[config.mk]
export PLATFORM = sky130hd
export DESIGN_NAME = mips_multicycle_control
export DESIGN_NICKNAME = d
export VERILOG_FILES = /design/src/rtl/mips_ctrl_pkg.sv /design/src/rtl/mips_latency_counter.sv /design/src/rtl/mips_multicycle_control.sv
export SDC_FILE = /design/constraint.sdc
export NUM_CORES = 1
export LEC_CHECK = 0
export CORE_ASPECT_RATIO = 1.25
export CORE_UTILIZATION = 49
export DETAILED_ROUTE_END_ITERATION = 12
export GPL_TIMING_DRIVEN = 1
export PLACE_DENSITY = 0.85
export SETUP_SLACK_MARGIN = 0.3
export SLEW_MARGIN = 25
export SYNTH_ARGS = -nofsm -noshare
export SYNTH_HDL_FRONTEND = slang
export SYNTH_SLANG_ARGS = --single-unit
[constraint.sdc]
create_clock -name CLK -period 2.3 [get_ports CLK]
set_input_delay 0.23 -clock CLK [delete_from_list [all_inputs] [get_ports CLK]]
set_output_delay 0.23 -clock CLK [all_outputs]
set_load 0.02 [all_outputs]
[src/rtl/mips_ctrl_pkg.sv]
// Shared encodings for the multicycle MIPS controller: opcodes, FSM states
// and the ALU/PC mux select codes.
`timescale 1ns/1ps
package mips_ctrl_pkg;

  typedef enum logic [3:0] {
    S_FETCH  = 4'd0,
    S_DECODE = 4'd1,
    S_MEMADR = 4'd2,
    S_MEMRD  = 4'd3,
    S_MEMWB  = 4'd4,
    S_MEMWR  = 4'd5,
    S_EXEC   = 4'd6,
    S_ALUWB  = 4'd7,
    S_BRANCH = 4'd8,
    S_ADDIEX = 4'd9,
    S_ADDIWB = 4'd10,
    S_JUMP   = 4'd11
  } state_e;

  localparam logic [5:0] OP_LW    = 6'b100011;
  localparam logic [5:0] OP_SW    = 6'b101011;
  localparam logic [5:0] OP_RTYPE = 6'b000000;
  localparam logic [5:0] OP_BEQ   = 6'b000100;
  localparam logic [5:0] OP_BNE   = 6'b000101;
  localparam logic [5:0] OP_ADDI  = 6'b001000;
  localparam logic [5:0] OP_J     = 6'b000010;

  localparam logic [1:0] ALUOP_ADD   = 2'b00;
  localparam logic [1:0] ALUOP_SUB   = 2'b01;
  localparam logic [1:0] ALUOP_FUNCT = 2'b10;

  localparam logic [1:0] SRCB_REG   = 2'b00;
  localparam logic [1:0] SRCB_FOUR  = 2'b01;
  localparam logic [1:0] SRCB_IMM   = 2'b10;
  localparam logic [1:0] SRCB_BRIMM = 2'b11;

  localparam logic [1:0] PCSRC_ALU    = 2'b00;
  localparam logic [1:0] PCSRC_ALUOUT = 2'b01;
  localparam logic [1:0] PCSRC_JUMP   = 2'b10;

endpackage

[src/rtl/mips_latency_counter.sv]
// Cycle counter for memory states: cleared on state entry, done_o on the
// MEM_LAT-th cycle so the FSM leaves the memory state exactly then.
`timescale 1ns/1ps
module mips_latency_counter #(
  parameter int MEM_LAT = 1
) (
  input  logic clk_i,
  input  logic rst_i,
  input  logic clr_i,
  input  logic en_i,
  output logic done_o
);

  localparam int CW = (MEM_LAT > 1) ? $clog2(MEM_LAT) : 1;

  logic [CW-1:0] cnt_q, cnt_d;

  assign done_o = (cnt_q == CW'(MEM_LAT - 1));

  always_comb begin
    cnt_d = cnt_q;
    if (clr_i)
      cnt_d = '0;
    else if (en_i && !done_o)
      cnt_d = cnt_q + CW'(1);
  end

  always_ff @(posedge clk_i or posedge rst_i) begin
    if (rst_i) cnt_q <= '0;
    else       cnt_q <= cnt_d;
  end

endmodule

[src/rtl/mips_multicycle_control.sv]
// Moore control FSM for a multicycle MIPS datapath with retired-instruction
// counter. Define MIPS_CTRL_BNE_EN to add bne (opcode 000101) support.
`timescale 1ns/1ps
module mips_multicycle_control
  import mips_ctrl_pkg::*;
#(
  parameter int MEM_LAT = 1,
  parameter int CNT_W   = 16
) (
  input  logic             CLK,
  input  logic             RST,
  input  logic [5:0]       Opcode,
  input  logic             Zero,
  output logic             PCEn,
  output logic             IorD,
  output logic             MemRead,
  output logic             MemWrite,
  output logic             IRWrite,
  output logic             Mem2Reg,
  output logic             RegDst,
  output logic             RegWrite,
  output logic             ALUSrcA,
  output logic             IllegalOp,
  output logic [1:0]       ALUSrcB,
  output logic [1:0]       ALUOp,
  output logic [1:0]       PCSrc,
  output logic [3:0]       State,
  output logic [CNT_W-1:0] Retired
);

  state_e           state_q, state_d;
  logic             is_sw_q;
  logic [CNT_W-1:0] retired_q;
  logic             lat_done, lat_en, lat_clr, retire;

  assign lat_en  = (state_q == S_FETCH) || (state_q == S_MEMRD) || (state_q == S_MEMWR);
  assign lat_clr = (state_d != state_q);

  mips_latency_counter #(.MEM_LAT(MEM_LAT)) u_lat (
    .clk_i  (CLK),
    .rst_i  (RST),
    .clr_i  (lat_clr),
    .en_i   (lat_en),
    .done_o (lat_done)
  );

`ifdef MIPS_CTRL_BNE_EN
  logic is_bne_q;
  always_ff @(posedge CLK or posedge RST) begin
    if (RST)                       is_bne_q <= 1'b0;
    else if (state_q == S_DECODE)  is_bne_q <= (Opcode == OP_BNE);
  end
`endif

  always_ff @(posedge CLK or posedge RST) begin
    if (RST) begin
      state_q   <= S_FETCH;
      is_sw_q   <= 1'b0;
      retired_q <= '0;
    end else begin
      state_q <= state_d;
      if (state_q == S_DECODE) is_sw_q <= (Opcode == OP_SW);
      if (retire) retired_q <= retired_q + CNT_W'(1);
    end
  end

  always_comb begin
    state_d   = state_q;
    retire    = 1'b0;
    PCEn      = 1'b0;
    IorD      = 1'b0;
    MemRead   = 1'b0;
    MemWrite  = 1'b0;
    IRWrite   = 1'b0;
    Mem2Reg   = 1'b0;
    RegDst    = 1'b0;
    RegWrite  = 1'b0;
    ALUSrcA   = 1'b0;
    IllegalOp = 1'b0;
    ALUSrcB   = SRCB_REG;
    ALUOp     = ALUOP_ADD;
    PCSrc     = PCSRC_ALU;
    case (state_q)
      S_FETCH: begin
        MemRead = 1'b1;
        ALUSrcB = SRCB_FOUR;
        IRWrite = lat_done;
        PCEn    = lat_done;
        if (lat_done) state_d = S_DECODE;
      end
      S_DECODE: begin
        ALUSrcB = SRCB_BRIMM;
        case (Opcode)
          OP_LW, OP_SW: state_d = S_MEMADR;
          OP_RTYPE:     state_d = S_EXEC;
          OP_BEQ:       state_d = S_BRANCH;
`ifdef MIPS_CTRL_BNE_EN
          OP_BNE:       state_d = S_BRANCH;
`endif
          OP_ADDI:      state_d = S_ADDIEX;
          OP_J:         state_d = S_JUMP;
          default: begin
            state_d   = S_FETCH;
            IllegalOp = 1'b1;
          end
        endcase
      end
      S_MEMADR, S_ADDIEX: begin
        ALUSrcA = 1'b1;
        ALUSrcB = SRCB_IMM;
        if (state_q == S_ADDIEX) state_d = S_ADDIWB;
        else                     state_d = is_sw_q ? S_MEMWR : S_MEMRD;
      end
      S_MEMRD: begin
        IorD    = 1'b1;
        MemRead = 1'b1;
        if (lat_done) state_d = S_MEMWB;
      end
      S_MEMWR: begin
        IorD     = 1'b1;
        MemWrite = 1'b1;
        if (lat_done) begin
          state_d = S_FETCH;
          retire  = 1'b1;
        end
      end
      S_MEMWB: begin
        Mem2Reg  = 1'b1;
        RegWrite = 1'b1;
        state_d  = S_FETCH;
        retire   = 1'b1;
      end
      S_EXEC: begin
        ALUSrcA = 1'b1;
        ALUOp   = ALUOP_FUNCT;
        state_d = S_ALUWB;
      end
      S_ALUWB, S_ADDIWB: begin
        RegDst   = (state_q == S_ALUWB);
        RegWrite = 1'b1;
        state_d  = S_FETCH;
        retire   = 1'b1;
      end
      S_BRANCH: begin
        ALUSrcA = 1'b1;
        ALUOp   = ALUOP_SUB;
        PCSrc   = PCSRC_ALUOUT;
`ifdef MIPS_CTRL_BNE_EN
        PCEn    = is_bne_q ? ~Zero : Zero;
`else
        PCEn    = Zero;
`endif
        state_d = S_FETCH;
        retire  = 1'b1;
      end
      S_JUMP: begin
        PCSrc   = PCSRC_JUMP;
        PCEn    = 1'b1;
        state_d = S_FETCH;
        retire  = 1'b1;
      end
      default: state_d = S_FETCH;
    endcase
    // Reset is asynchronous, so strobes must be squashed combinationally too.
    if (RST) begin
      PCEn     = 1'b0;
      IRWrite  = 1'b0;
      MemWrite = 1'b0;
      RegWrite = 1'b0;
      MemRead  = 1'b0;
    end
  end

  assign State   = state_q;
  assign Retired = retired_q;

endmodule

**Word level (Yosys, flattened, before mapping)**

Cells that the tools add are included.

- Bits in registers: 22
- Output and inout bits: 36
- Input port bits: 9

- Equal/unequal tests: 17
- $add $sub $neg: 2
- Reduce and logical (&&, ||, !) cells: 15
- Multiplexer cells: 30
- Bitwise operators: 1

Operators with widths:

| kind | count |
|---|---|
| one-hot mux 4 bit (6 select lines) | 1 |
| one-hot mux 4 bit (5 select lines) | 1 |
| two-way mux 1 bit | 18 |
| adder 16 x 1 -> 16 bit (second input constant) | 1 |
| == test 4 x 3 -> 1 bit (second input constant) | 4 |
| == test 4 bit (second input constant) | 4 |
| two-way mux 4 bit | 4 |
| == test 6 bit (second input constant) | 2 |
| OR reduction 2 bit | 5 |
| == test 4 x 2 -> 1 bit (second input constant) | 2 |
| one-hot mux 2 bit (2 select lines) | 2 |
| == test 6 x 2 -> 1 bit (second input constant) | 1 |
| == test 6 x 3 -> 1 bit (second input constant) | 1 |
| == test 6 x 4 -> 1 bit (second input constant) | 1 |
| zero test 6 bit | 1 |
| one-hot mux 2 bit (3 select lines) | 1 |
| OR reduction 6 bit | 1 |
| OR reduction 5 bit | 1 |
| == test 4 x 1 -> 1 bit (second input constant) | 1 |
| zero test 4 bit | 1 |
| inequality test 4 bit | 1 |
| OR reduction 4 bit | 1 |
| two-way mux 3 bit | 1 |
| one-hot mux 1 bit (3 select lines) | 1 |
| 7 further kinds | 8 |

**Logic depth before layout (Yosys ltp)**

Gate-level depths: netlist (run 1).

- Word-level depth: 6
- Mapped depth: 6
- Mapped depth without buffers: 5

**Modules after synthesis**

A second synthesis (run 1) with hierarchy kept.

- Cell total of the unflattened synthesis: 161
- Area, all modules: 1471.4 um^2

By module, submodules not included:

| module | times used | cells an instance | area each (um^2) | seq. area each (um^2) |
|---|---|---|---|---|
| mips_multicycle_control | 1 | 157 | 1426.4 | 525.5 |
| mips_latency_counter | 1 | 4 | 45.0 | 25.0 |

**Least setup slack after synthesis (run 1)**

Ideal clock, no wire load.

- Path kind: register -> output
- Start: reg state_q[2], in the netlist State[2]
- End: out PCEn
- Arrival time: 2381 ps
- Buffers on the path: 1
- Setup slack: -311 ps
- Stages on the path, launching flop included: 6
- Path through: dfrtp_1 > clkbuf_1 > nand2b_1 > nor2_1 > nor2_1 > a2111oi_0

- Cells in the longest elaborated chain, start to end: 3
- Elaborated cells between the ends (all ways): 5
- Classes of those cells: 2 x eq/ne; 2 x mux; 1 x reduce/logical

RTL lines:

| item | line | RTL |
|---|---|---|
| start, declared | mips_multicycle_control.sv:31 | `state_e state_q, state_d;` |
| start signal, assigned | mips_multicycle_control.sv:61 | `state_q <= state_d;` |
| == test 4 bit / zero test 4 bit (equally long branches) | mips_multicycle_control.sv:83 | `case (state_q)` |
| one-hot mux 1 bit (3 select lines) (*) | mips_multicycle_control.sv:83 |  |
| two-way mux 1 bit (*) | mips_multicycle_control.sv:165 | `if (RST) begin` |
| end, declared | mips_multicycle_control.sv:14 | `output logic PCEn,` |

Mark *: on every way between the ends. The rest lies on a longest branch, timed or not.

**Worst setup path in the final report (run 1)**

- Start: reg state_q[0], in the netlist State[0]
- End: out PCEn

Same word-level chain as after synthesis.

==> results, run 1 <==
- The design draws 0.00172 W.
- Once the floorplan was initialized, standard cells occupied 53.3% of the core.
- The violation count after the first detailed-route iteration is 37.
- The congestion estimate from routability-driven global placement came to approximately 0.9.
- The flow ran to the end, and the final reports show no timing, DRC or antenna violations.
- The full die area is between 2000 and 3000 sq um.
- The share of the Yosys chip area taken by registers is 40.9%.
- The synthesis-stage register bit count is 22.
- STA classifies the critical path startpoint as a register.
- Across the run, the number of max-cap violations was 0.
- The number of antenna violations at the first check in global routing is 0.
- The detail route stage leaves a number of antenna-violating nets equal to 0.
- CTS built an H-tree with a depth of 1.
- The data required time of the critical path is 2.07 ns.
- By count the netlist is led by 22 x sky130_fd_sc_hd__dfrtp_1, 16 x sky130_fd_sc_hd__nand2_1, 14 x sky130_fd_sc_hd__xnor2_1, 11 x sky130_fd_sc_hd__nor2_1, 10 x sky130_fd_sc_hd__nor3_1.
- Clock skew on the completed layout was measured at about 0.0044 ns.
- After floorplanning, the core was sized to cover 2530 sq um.
- VDD sags by at most about 0.55 mV.
- Setup repair after global routing could not meet its margin everywhere.
- The TritonCTS buffer count is 3.
- Counting flops with a built-in enable in the synthesized netlist gives 0.
- The die is 60.6 um tall.
- The sort of element at the end of the critical path is an output pin.
- The average vias per placed instance is 5.61.
- In the post-synthesis netlist, the cell with the most instances is sky130_fd_sc_hd__dfrtp_1.
- The average detailed-routed wire length per instance is approximately 15 um.
- After layout, the worst path uses between 80% and 90% of the clock period.
- Of all nets on the critical path, the largest fanout is 6.
- The most used flip-flop cell after synthesis is sky130_fd_sc_hd__dfrtp_1.
- The cell count after synthesis is 150.
- Based on the critical path, the design can be clocked at up to around 500 MHz.
- The latest clock arrival within the worst-skew pair is 0.30 ns.
- The leakage power is between 0.8 and 0.9 nW.
- Setup violations remaining at the end of the flow were counted as 0.
- Relative to the synthesized area, the layout overhead comes to 44.4%.
- The number of antenna diodes in the final layout is 0.
- The worst hold path belongs to the class primary input to asynchronous set/reset pin.
- The critical path data arrival time is 1.76 ns.
- The TritonCTS clock tree is built.
- The first-pass detailed-route iteration total is 6.
- In the routed design, unresolved DRC markers number 0.
- The root buffer selected by CTS is sky130_fd_sc_hd__clkbuf_4.
- The global-route total usage across every layer is 26.4%.
- Once detailed placement completed, the half-perimeter wirelength came to 2.63 mm.
- For this run, the share of the core covered by cells in the final layout is 77.0%.
- The ratio of cells with drive above 1 in the final layout is 18.6%.
- CTS saw 22 sinks.
- The via count of the first global-routing pass is between 1,000 and 1,500.
- The number of pins exceeding their max-slew limit in the final report was 0.
- The count of distinct cell types in the synthesized netlist is 42.
- The async set-or-reset flop fraction in the synthesized netlist is 100%.
- Dividing the synthesized area by the synthesized cell count gives 8.98 sq um.
- After synthesis, the cell types taking the most area are sky130_fd_sc_hd__dfrtp_1 41%, sky130_fd_sc_hd__xnor2_1 9.1%, sky130_fd_sc_hd__nand2_1 4.5%, sky130_fd_sc_hd__nor3_1 3.7%, sky130_fd_sc_hd__nand4_1 3.2%.
- The critical path class is register to output pin.
- The number of rows created at floorplan is 20.
- After clock tree synthesis, the clock-pin slew on the worst setup and hold paths is 0.12 ns.
- For this design the ratio of total power to cell area is 884 nW/um^2.
- The cell area that synthesis handed to floorplanning was roughly 1300 sq um.
- Buffers placed on the I/O ports in this run total 44.
- The count of final hold-check violations is 0.
- The number of warnings issued by yosys is 0.
- The maximum number of pins on one net before global-route repair is 23.
- The chip width is 48.9 um.
- The residual overflow from global routing is 0.
- The setup total negative slack is 0 ns.
- Counting along the longest clock path gives a buffer depth of 2.
- The library cell occupying the most area in the post-synthesis netlist is sky130_fd_sc_hd__dfrtp_1.
- The net count reported at finish is ~220.
- The total number of vias is 1,330.
- The final critical-path required period is 1.99 ns.
- The first global-routing pass estimated 5.98 mm of wire.
- The synthesized netlist net count is 160.
- The top cell type by area accounts for 40.9% of the synthesized area.
- After detailed routing, the total wire length is 3.66 mm.
- The I/O pin total is 45.
## critical path: stages (launching register included)
cell and delay (ns):
sky130_fd_sc_hd__dfrtp_2 0.49, sky130_fd_sc_hd__nor2_4 0.15, sky130_fd_sc_hd__nand2_1 0.08, sky130_fd_sc_hd__nand2_1 0.08
sky130_fd_sc_hd__nand2_1 0.09, sky130_fd_sc_hd__a2111oi_4 0.37, sky130_fd_sc_hd__buf_4 0.21
## stage by stage
| stage | worst slack, ns | instances | area (sq um) | hold WS, ns |
|---|---|---|---|---|
| 6_report | 0.308 | 237 | 1950 | 0.454 |
| 4_1_cts | 0.0501 | 235 | 1930 | 0.437 |
| 5_1_grt | 0.224 | 237 | 1950 | 0.475 |
| 3_5_place_dp | 0.0406 | 228 | 1880 | 0.475 |
| 2_1_floorplan | 0.396 | 150 | 1370 | 0.219 |
| 3_3_place_gp | 0.122 | 228 | 1880 | 0.460 |
## state kept, by name, summed over array words and instances, names as in the netlist
| register | cells |
|---|---|
| State | 4 |
| u_lat.cnt_q | 1 |
| Retired | 16 |
| is_sw_q | 1 |
## cell type report
| class | count | area (sq um) |
|---|---|---|
| fillers | 184 | 582 |
| clock buffers | 4 | 36.3 |
| well taps | 33 | 41.3 |
| flip-flops and latches | 22 | 554 |
| inverters | 3 | 11.3 |
| multi-input cells | 117 | 787 |
| repair buffers | 58 | 515 |
## path summary, 6_finish.rpt
kind / end / startpoint / slack (ns) / cells after the start
setup / recovery: PCEn / State[0]$_DFF_PP0_ / 0.31 / 6
hold / removal: Retired[5]$_DFFE_PP0P_ / RST / 0.45 / 3
setup reg to reg: Retired[8]$_DFFE_PP0P_ / State[0]$_DFF_PP0_ / 0.46 / 7
hold reg to reg: Retired[15]$_DFFE_PP0P_ / Retired[15]$_DFFE_PP0P_ / 0.48 / 1
max in group asynchronous: State[1]$_DFF_PP0_ / RST / 1.61 / 3
min in group CLK: Retired[15]$_DFFE_PP0P_ / Retired[15]$_DFFE_PP0P_ / 0.48 / 1
## kinds of logic after synthesis
kind of cell	synth area share (%)
AO/OA/AOI/OAI	10.6
XOR/XNOR	11.7
adder cells (fa/ha/maj)	0.928
buffers and inverters	3.62
flip-flops	40.9
multiplexers	0.836
other	0.278
AND/OR/NAND/NOR	31.2
## routing by layer
layer / routed length (um) / GRT usage (%)
met1: 1530 / 30.6
met2: 1990 / 51.4
met3: 104 / 4.01
met4: 36 / 6.72
met5: 0 / 0
## timing repair
item | 4_1_cts | 5_1_grt
resized for setup | 26 | 16
gates cloned | 0 | 0
setup buffers | 3 | 2
pin swaps | 0 | 1
setup endpoints to repair | 16 | 8
hold buffers | 0 | 0
## power breakdown
group / internal, W / switching [W] / total [W]
Clock: 0.0000965 / 0.000117 / 0.000214
Combinational: 0.000432 / 0.000548 / 0.000980
Sequential: 0.000445 / 0.0000809 / 0.000526
Total: 0.000974 / 0.000746 / 0.00172
## layout by cell type, fill, tap and decap left out, types with 2 or more instances in the layout
cell type                         count
sky130_fd_sc_hd__clkdlybuf4s50_1     28
sky130_fd_sc_hd__dfrtp_1             19
sky130_fd_sc_hd__nand2_1             15
sky130_fd_sc_hd__buf_4               15
sky130_fd_sc_hd__xnor2_1             14
sky130_fd_sc_hd__nor3_1              10
sky130_fd_sc_hd__nor2_1               8
sky130_fd_sc_hd__dlygate4sd2_1        8
sky130_fd_sc_hd__nand4_1              7
sky130_fd_sc_hd__and3_1               5
sky130_fd_sc_hd__o21ai_0              5
sky130_fd_sc_hd__nand2b_1             4
sky130_fd_sc_hd__xor2_1               4
sky130_fd_sc_hd__nand3_1              4
sky130_fd_sc_hd__nor4_1               4
sky130_fd_sc_hd__dfrtp_2              3
sky130_fd_sc_hd__inv_1                3
sky130_fd_sc_hd__clkbuf_4             3
sky130_fd_sc_hd__o21ai_1              2
sky130_fd_sc_hd__a21o_1               2
sky130_fd_sc_hd__and2_1               2
sky130_fd_sc_hd__and4_1               2
sky130_fd_sc_hd__a21oi_1              2
sky130_fd_sc_hd__o22ai_1              2
sky130_fd_sc_hd__nor3b_1              2
sky130_fd_sc_hd__nor2_4               2
sky130_fd_sc_hd__clkbuf_2             2
sky130_fd_sc_hd__buf_2                2
sky130_fd_sc_hd__clkdlybuf4s15_1      2
(Power assumes the default switching activity.)
==> inputs of run 2 (changes only) <==
Settings changed: CORE_MARGIN set to 10.
==> run 2 against run 1 <==
Against the previous run: total power increased by 2.8%; clock power increased by 39%; sequential cell count did not move; non-clock buffer count shrank 1; clock-buffer cell count fell by 1; die area is 77% higher; sequential power is 0.8% lower; critical path type unchanged; wire length up 4.7%; highest routed layer unchanged.
==> results, run 2 (synthesis results as in run 1) <==
- Global routing finished with a remaining overflow of 0.
- The worst setup path is launched from a register.
- The maximum fanout along the worst path is 6.
- In this run, CTS created clock tree buffers numbering 3.
- In this run the tool buffered the top-level ports with between 40 and 50 buffer cells.
- The worst setup path is captured at an output pin.
- The global-route total usage across every layer is 15.3%.
- The die height is 78.6 um.
- The critical path class is register to output pin.
- The number of antenna diodes in the final layout is 0.
- The average vias per placed instance is 5.88.
- Across the run, the number of max-cap violations was 0.
- The setup clock skew after layout is 0.00121 ns.
- The tree is rooted in a sky130_fd_sc_hd__clkbuf_4.
- For this design, the CTS-stage hold fixing added 0 buffers.
- After detailed routing, the average wire length per cell comes to ~16 um.
- Summing all placed instances gives a cell area of 1880 sq um.
- The sink count of the clock tree is 22.
- Entering global routing, the biggest net connects 23 pins.
- The leakage power is about 0.86 nW.
- The floorplan core area is 2650 sq um.
- The slowest stage of the critical path is the sky130_fd_sc_hd__dfrtp_2 cell.
- The first-pass detailed-route iteration total is 5.
- The worst-case vdd ir drop is 0.746 mV.
- The critical path data arrival time is 1.77 ns.
- The violation count after the first detailed-route iteration is 98.
- In the layout the commonest cells are 28 x sky130_fd_sc_hd__clkdlybuf4s50_1, 19 x sky130_fd_sc_hd__dfrtp_1, 16 x sky130_fd_sc_hd__nand2_1.
- The final layout contains routed wiring with a total length of 3.83 mm.
- The power density of the placed cells is 907 nW/um^2.
- Setup slack closes at 0.302 ns.
- The initial cell density of the core is 50.8%.
- In this run the deepest clock path goes through 2 buffers.
- The count of final hold-check violations is 0.
- The global-route wire length before repair is between 6 and 7 mm.
- The run finished with clean final reports.
- The number of DRC violations after detailed routing is 0.
- In this run the worst hold path is classified as primary input to asynchronous set/reset pin.
- The worst slack at placement is 0.0187 ns.
- The total number of vias is 1,393.
- The cell area after layout is ~2000 sq um.
- The TritonCTS clock tree is built.
- The data required time of the critical path is roughly 2.1 ns.
- The die is 66.9 um wide.
- Clock latency on the worst-skew pair, taken at its later pin, is 0.31 ns.
- After legalization and detailed placement, the total HPWL measured a little under 3 mm.
- The residual antenna-violating net count after detailed routing is 0.
- The final weighted congestion in routability-driven placement is 0.850.
- The final total power is 0.00177 W.
- The delay contributed by the slowest stage of the critical path is 0.47 ns.
- The register with the most flip-flops in the layout has 16 of them.
- The library cell used most frequently in the layout, excluding fill and tap cells, is sky130_fd_sc_hd__clkdlybuf4s50_1.
- The number of buffers and inverters on the critical path is 1.
- The I/O pin total is 45.
- The area added between synthesis and finish is 44.6%.
- Clock-pin slew was measured on the worst setup and hold paths at 0.12 ns.
- At the end of the flow, the number of nets in the layout was 214.
- Setup repair after global routing could not meet its margin everywhere.
- Traced cell by cell, the critical path runs through nand2b_2 > or3_4 > nor3_1 > buf_4.
- The post-route netlist has 18.7% of its cells at a drive strength greater than 1.
- The achievable frequency is approximately 500 MHz.
- Of the available clock period, the critical path in the final layout requires 86.9%.
- The die covers 5260 sq um.
- The number of rows created at floorplan is 21.
- In this run the number of H-tree levels came out at 1.
- The number of pins exceeding their max-slew limit in the final report is 0.
- Summed over all failing endpoints, the final setup total negative slack is 0 ns.
- In this design, the largest share of critical-path delay is due to simple AND/OR/NAND/NOR gates.
- For the finished layout, the period the worst path requires is 2.00 ns.
- The number of antenna violations at the first check in global routing is 0.
- The worst hold margin is 0.453 ns.
- The via count of the first global-routing pass was about 1,400.
- Setup violations remaining at the end of the flow were counted as 0.
[run 2: layout make-up]
cell class	count	area, sq um
Multi-Input combinational cell	117	783
Fill cell	207	706
Sequential cell	22	554
Timing Repair Buffer	57	504
Tap cell	34	42.5
Clock inverter	1	30.0
Clock buffer	3	22.5
Inverter	3	11.3
[run 2: power by group]
| part | leakage (nW) | switching [W] | total (W) | internal, W |
|---|---|---|---|---|
| Clock | 0.0279 | 0.000121 | 0.000298 | 0.000176 |
| Combinational | 0.541 | 0.000537 | 0.000948 | 0.000411 |
| Sequential | 0.292 | 0.0000767 | 0.000522 | 0.000445 |
| Total | 0.861 | 0.000735 | 0.00177 | 0.00103 |
[run 2: worst min-delay path: stages]
cell	delay, ns
sky130_fd_sc_hd__clkdlybuf4s50_1	0.55
sky130_fd_sc_hd__inv_1	0.10
sky130_fd_sc_hd__buf_4	0.29
[run 2: worst paths after layout]
kind	start	to	slack, ns	cells past startpoint
min in group CLK	Retired[15]$_DFFE_PP0P_	Retired[15]$_DFFE_PP0P_	0.48	1
min	RST	Retired[5]$_DFFE_PP0P_	0.45	3
max	State[1]$_DFF_PP0_	IllegalOp	0.30	4
min reg2reg	Retired[15]$_DFFE_PP0P_	Retired[15]$_DFFE_PP0P_	0.48	1
max in group asynchronous	RST	State[0]$_DFF_PP0_	1.61	3
max reg2reg	State[3]$_DFF_PP0_	Retired[11]$_DFFE_PP0P_	0.47	7
[run 2: stage by stage]
step | util [%] | std cells
CTS | 72.7 | 234
global placement | 70.9 | 229
detailed placement | 70.9 | 229
floorplan | - | 150
finish | 73.4 | 237
global route | 73.4 | 237
[run 2: per-layer routing]
metal,up-vias,track usage (%),part of all wire [%]
met5,-,0,0
met4,0,7.41,3.0
met3,18,4.40,8.9
met2,69,27.6,53
met1,666,15.2,35
li1,640,-,-
[run 2: what timing repair did]
action                     in CTS  in global routing
gates resized for setup        28                 18
pin swaps                       0                  0
setup endpoints to repair      16                  9
setup buffers                   1                  3
